$ cat config.mk
export PLATFORM = sky130hd
export DESIGN_NAME = rgb_to_gray_stream
export DESIGN_NICKNAME = d
export VERILOG_FILES = /design/src/rtl/rgb_to_gray_stream.sv
export SDC_FILE = /design/constraint.sdc
export NUM_CORES = 1
export LEC_CHECK = 0
export ABC_AREA = 0
export CAP_MARGIN = 20
export CORE_MARGIN = 4
export CORE_UTILIZATION = 30
export CTS_CLUSTER_DIAMETER = 60
export DETAILED_ROUTE_END_ITERATION = 16
export HOLD_SLACK_MARGIN = 0.02
export SYNTH_ARGS = -nofsm -noshare
export SYNTH_HDL_FRONTEND = slang
export SYNTH_SLANG_ARGS = --single-unit
$ cat constraint.sdc
create_clock -name clk -period 7.3 [get_ports clk]
set_input_delay 1.46 -clock clk [delete_from_list [all_inputs] [get_ports clk]]
set_output_delay 1.46 -clock clk [all_outputs]
set_load 0.01 [all_outputs]
$ cat src/rtl/rgb_to_gray_stream.sv
// RGB-to-luma stream stage: echoes the 4-byte width/height header, then turns
// each packed R,G,B triplet into one 8-bit weighted luma byte for the Sobel stage.
`timescale 1ns/1ps

module rgb_to_gray_stream #(
    parameter int DATA_BITS_IN = 8,
    parameter int R_COEF       = 77,
    parameter int G_COEF       = 150,
    parameter int B_COEF       = 29
) (
    input  logic                    clk,
    input  logic                    rst,
    input  logic [DATA_BITS_IN-1:0] data_in,
    input  logic                    valid_in,
    output logic                    ready_in,
    output logic [DATA_BITS_IN-1:0] data_out,
    output logic                    valid_out,
    input  logic                    ready_out,
    output logic                    done
);

    localparam logic [15:0] LP_R_COEF = 16'(R_COEF);
    localparam logic [15:0] LP_G_COEF = 16'(G_COEF);
    localparam logic [15:0] LP_B_COEF = 16'(B_COEF);

    typedef enum logic [1:0] {
        ST_HDR  = 2'd0,
        ST_CALC = 2'd1,
        ST_PIX  = 2'd2,
        ST_DONE = 2'd3
    } state_t;

    state_t      r_state;
    state_t      w_state_next;

    logic [1:0]  r_hdr_idx;
    logic [15:0] r_width;
    logic [15:0] r_height;
    logic [31:0] r_total;
    logic [31:0] r_pix_cnt;
    logic [1:0]  r_phase;
    logic [7:0]  r_red;
    logic [7:0]  r_green;
    logic [7:0]  r_data_out;
    logic        r_valid_out;
    logic        r_done;

    logic        w_free;
    logic        w_drain;
    logic        w_pix_full;
    logic        w_ready_in;
    logic        w_accept;
    logic        w_hdr_accept;
    logic        w_pix_accept;
    logic        w_b_accept;
    logic        w_load;
    logic [7:0]  w_load_data;
    logic        w_valid_next;
    logic        w_done_next;
    logic [31:0] w_product;
    logic [15:0] w_sum;
    logic [7:0]  w_gray;

    assign w_free       = !r_valid_out || ready_out;
    assign w_drain      = r_valid_out && ready_out;
    assign w_pix_full   = (r_pix_cnt == r_total);
    assign w_accept     = valid_in && w_ready_in;
    assign w_hdr_accept = w_accept && (r_state == ST_HDR);
    // Once every pixel has been counted, further bytes are swallowed without effect.
    assign w_pix_accept = w_accept && (r_state == ST_PIX) && !w_pix_full;
    assign w_b_accept   = w_pix_accept && (r_phase == 2'd2);
    assign w_product    = {16'd0, r_width} * {16'd0, r_height};

    // Weights sum to 256, so the 16-bit sum cannot overflow and [15:8] is the luma.
    assign w_sum  = (LP_R_COEF * {8'd0, r_red})
                  + (LP_G_COEF * {8'd0, r_green})
                  + (LP_B_COEF * {8'd0, data_in});
    assign w_gray = w_sum[15:8];

    // State register
    always_ff @(posedge clk) begin
        if (rst) begin
            r_state <= ST_HDR;
        end else begin
            r_state <= w_state_next;
        end
    end

    // Next-state logic
    always_comb begin
        w_state_next = r_state;
        case (r_state)
            ST_HDR: begin
                if (w_hdr_accept && (r_hdr_idx == 2'd3)) begin
                    w_state_next = ST_CALC;
                end else begin
                    w_state_next = ST_HDR;
                end
            end
            ST_CALC: begin
                if (w_product == 32'd0) begin
                    w_state_next = ST_DONE;
                end else begin
                    w_state_next = ST_PIX;
                end
            end
            ST_PIX: begin
                if (w_pix_full && w_drain) begin
                    w_state_next = ST_DONE;
                end else begin
                    w_state_next = ST_PIX;
                end
            end
            ST_DONE: begin
                w_state_next = ST_DONE;
            end
            default: begin
                w_state_next = ST_HDR;
            end
        endcase
    end

    // Output decode: input handshake, output-register load and done flag
    always_comb begin
        w_ready_in = 1'b0;
        case (r_state)
            ST_HDR: begin
                w_ready_in = w_free;
            end
            ST_CALC: begin
                w_ready_in = 1'b0;
            end
            ST_PIX: begin
                if (w_pix_full) begin
                    w_ready_in = 1'b1;
                end else if (r_phase == 2'd2) begin
                    w_ready_in = w_free;
                end else begin
                    w_ready_in = 1'b1;
                end
            end
            ST_DONE: begin
                w_ready_in = 1'b1;
            end
            default: begin
                w_ready_in = 1'b0;
            end
        endcase

        w_load = w_hdr_accept || w_b_accept;
        if (w_hdr_accept) begin
            w_load_data = data_in;
        end else begin
            w_load_data = w_gray;
        end

        if (w_load) begin
            w_valid_next = 1'b1;
        end else if (w_drain) begin
            w_valid_next = 1'b0;
        end else begin
            w_valid_next = r_valid_out;
        end

        w_done_next = (w_state_next == ST_DONE) && !w_valid_next;
    end

    // Header capture of width and height, little-endian
    always_ff @(posedge clk) begin
        if (rst) begin
            r_hdr_idx <= 2'd0;
            r_width   <= 16'd0;
            r_height  <= 16'd0;
        end else if (w_hdr_accept) begin
            r_hdr_idx <= r_hdr_idx + 2'd1;
            case (r_hdr_idx)
                2'd0:    r_width[7:0]   <= data_in;
                2'd1:    r_width[15:8]  <= data_in;
                2'd2:    r_height[7:0]  <= data_in;
                2'd3:    r_height[15:8] <= data_in;
                default: r_width        <= r_width;
            endcase
        end else begin
            r_hdr_idx <= r_hdr_idx;
        end
    end

    // Frame size, latched during the single CALC cycle
    always_ff @(posedge clk) begin
        if (rst) begin
            r_total <= 32'd0;
        end else if (r_state == ST_CALC) begin
            r_total <= w_product;
        end else begin
            r_total <= r_total;
        end
    end

    // Triplet phase, colour latches and pixel counter
    always_ff @(posedge clk) begin
        if (rst) begin
            r_phase   <= 2'd0;
            r_red     <= 8'd0;
            r_green   <= 8'd0;
            r_pix_cnt <= 32'd0;
        end else if (w_pix_accept) begin
            case (r_phase)
                2'd0: begin
                    r_red   <= data_in;
                    r_phase <= 2'd1;
                end
                2'd1: begin
                    r_green <= data_in;
                    r_phase <= 2'd2;
                end
                default: begin
                    r_phase   <= 2'd0;
                    r_pix_cnt <= r_pix_cnt + 32'd1;
                end
            endcase
        end else begin
            r_phase <= r_phase;
        end
    end

    // Single-entry output register, held stable until accepted downstream
    always_ff @(posedge clk) begin
        if (rst) begin
            r_data_out  <= 8'd0;
            r_valid_out <= 1'b0;
            r_done      <= 1'b0;
        end else begin
            if (w_load) begin
                r_data_out <= w_load_data;
            end else begin
                r_data_out <= r_data_out;
            end
            r_valid_out <= w_valid_next;
            r_done      <= w_done_next;
        end
    end

    assign ready_in  = w_ready_in;
    assign data_out  = r_data_out;
    assign valid_out = r_valid_out;
    assign done      = r_done;

endmodule

==> impl_metrics.env <==
export IMPL_synth_net_count=2457
export IMPL_power_switching_uw=582
export IMPL_dp_hpwl_um=34100
export IMPL_ys_types=64
export IMPL_io_buffers=22
export IMPL_cts_tree="yes"
export IMPL_slew_violations=0
export IMPL_synth_ff_type="dfxtp_1"
export IMPL_start_kind="input pin"
export IMPL_reg2reg_slack_ps=510
export IMPL_insertion_delay_ps=440
export IMPL_criticalPathCategory="in2reg"
export IMPL_hold_class="reg2reg"
export IMPL_multi_input_area_um2=13000
export IMPL_fin_skew_ps=8.77
export IMPL_path_max_fanout=6
export IMPL_drive_gt1_share_pct=4.23
export IMPL_period_share_pct=93.5
export IMPL_yosys_top_cells_area="fa_1, dfxtp_1, ha_1"
export IMPL_ys_warn_count=0
export IMPL_dr_pass1_iters=5
export IMPL_netlist_top_cells_count="inv_1, nand2_1, fa_1"
export IMPL_period_minus_slack_ps=6830
export IMPL_timing_critical_path_from="data_in[2]"
export IMPL_routed_wirelength_um=41500
export IMPL_holdPathStages=2
export IMPL_grt_usage_pct=14.3
export IMPL_gp_congestion=0.879
export IMPL_required_ps=7590
export IMPL_synth_top_area_cell="fa_1"
export IMPL_grt_max_degree=66
export IMPL_p_leak_nw=9.14
export IMPL_synth_edff_count=0
export IMPL_synth_most_common_cell="inv_1"
export IMPL_worst_pin_slew_ps=873
export IMPL_r2r_start="r_height[1]"
export IMPL_grt_use_met2_pct=24.5
export IMPL_cp_end_kind="flip-flop"
export IMPL_r2r_cells=20
export IMPL_p_seq_share_pct=36.5
export IMPL_maxCapViolCount=0
export IMPL_power_share_combinational_pct=18.0
export IMPL_crit_arrival_ps=7110
export IMPL_fin_util_pct=33.5
export IMPL_intPower_mw=1.48
export IMPL_switching_share_pct=28.2
export IMPL_numCtsBuffers=17
export IMPL_top_usage_layer="met2"
export IMPL_avgViaCountPerCell=4.78
export IMPL_cts_clk_slew_worst_paths_ps=60
export IMPL_rr_endpoint="done"
export IMPL_synthToLayoutAreaGrowth_pct=10.4
export IMPL_core_area_um2=56500
export IMPL_async_flop_share_pct=0
export IMPL_clock_power_share_pct=45.6
export IMPL_post_cts_buffers=0
export IMPL_ys_ff_latch=128
export IMPL_setup_viol=0
export IMPL_rows=87
export IMPL_io_pins=23
export IMPL_met3_usage_pct=1.91
export IMPL_drt_initial_drc_count=798
export IMPL_power_density_nw_per_um2=109
export IMPL_num_vias=13200
export IMPL_hold_ws_ps=468
export IMPL_fillers=5823
export IMPL_endpoint="data_out[6]"
export IMPL_met1_usage_pct=19.0
export IMPL_wl_per_cell_um=15.0
export IMPL_synth_cells=2003
export IMPL_peakVddDrop_mv=0.172
export IMPL_initial_core_util_pct=30.4
export IMPL_clock_path_buffers=2
export IMPL_synth_top_area_share_pct=29.1
export IMPL_fmax_mhz=147
export IMPL_regArea_um2=2560
export IMPL_h_tree_depth=4
export IMPL_root_buffer="clkbuf_16"
export IMPL_die_h_um=247
export IMPL_synth_seq_area_share_pct=14.9
export IMPL_cts_sinks=128
export IMPL_hold_violations=0
export IMPL_relSlewSlack_pct=41.8
export IMPL_hold_buffers=0
export IMPL_die_area_um2=61100
export IMPL_synth_area_per_cell_um2=8.57
export IMPL_grt_pass1_wl_um=71100
export IMPL_drc=0
export IMPL_nets=2452
export IMPL_syn_area_um2=17200
export IMPL_antenna_found_initial=0
export IMPL_overflow=0
export IMPL_grt_pass1_vias=13900
export IMPL_outcome="completed"
export IMPL_rsz0062_at_grt="no"
export IMPL_finalSetupTns_ps=0
export IMPL_postRouteAntennaNets=0
export IMPL_die_x_um=247
export IMPL_cts_resized=0
[how the worst min path moves through the flow]
stage                     start          end
finish              r_total[29]  r_total[29]
floorplan           r_total[29]  r_total[29]
global route        r_total[27]  r_total[27]
global placement     r_total[4]   r_total[4]
CTS                 r_total[29]  r_total[29]
detailed placement  r_total[29]  r_total[29]
[per-layer routing]
metal	wire (um)	part of all wire, %	vias to the layer above
met4	793	1.9	0
met3	1680	4.0	62
li1	-	-	6320
met1	18900	46	6561
met5	0	0	-
met2	20100	48	278
[through the flow]
stage	worst slack (ps)	cell area [um^2]	cells	power [mW]
4_1_cts	438	18900	2767	2.09
6_report	475	18900	2768	2.07
5_1_grt	179	18900	2767	2.17
2_1_floorplan	1230	17200	2003	1.01
3_5_place_dp	38.3	18300	2735	1.14
3_3_place_gp	192	18300	2735	1.13
[cell type report]
type | count | area share [%]
multi-input combinational | 1458 | 68.7
sequential | 128 | 13.5
inverter | 330 | 6.54
tap | 756 | 4.99
timing repair buffer | 63 | 2.77
clock buffer | 22 | 2.45
clock inverter | 10 | 0.964
antenna | 1 | 0.0132
[flip-flops by register name, indices dropped and copies added (netlist names)]
register and cells:
r_height 16, r_state 2, r_red 8, r_green 8, r_total 32, r_pix_cnt 32, r_width 16, valid_out 1
r_hdr_idx 2, done 1, data_out 8, r_phase 2
[cell families (layout without fill, tap and decap cells)]
family	after synthesis	after routing	share of synthesized area (%)
buffers and inverters	417	425	9.17
AOI/OAI and AO/OA	213	213	7.81
muxes	20	20	1.17
and+or+nand+nor	682	682	18.6
xor gates and xnor gates	101	101	5.16
other	0	1	0
adders and majority gates	442	442	43.1
DFF	128	128	14.9
[cells in the final DEF, fill, tap and decap left out, types with 7 or more instances in the layout]
master           instances
a211oi_1                 9
a21oi_1                109
and2_1                 122
and3_1                  16
buf_4                   42
clkbuf_16               17
clkdlybuf4s50_1         21
dfxtp_1                128
fa_1                   249
ha_1                   193
inv_1                  329
mux2i_1                 20
nand2_1                286
nand2b_1                 7
nand3_1                 59
nand4_1                 12
nor2_1                 110
nor2b_1                  9
nor3_1                  25
nor4_1                  17
o21a_1                  10
o21ai_0                 17
o21ai_1                 12
xnor2_1                 43
xor2_1                  58
[power by group through the flow]
stage	registers (mW)	clock network, mW	logic (mW)
floorplan	0.742	0	0.266
global placement	0.768	0	0.364
detailed placement	0.768	0	0.373
CTS	0.753	0.961	0.376
global route	0.756	0.986	0.432
finish	0.754	0.941	0.371
[worst max-delay path, cell delays in order]
cell	delay, ps
clkdlybuf4s50_1	580
buf_4	240
fa_1	450
fa_1	510
fa_1	560
inv_1	60
fa_1	530
inv_1	50
fa_1	470
ha_1	240
or4_1	520
o21ai_1	170
o31ai_1	170
o41ai_2	350
o21bai_1	130
xnor2_1	140
a2111oi_0	480
No activity file was read; power rests on OpenSTA's default activity.
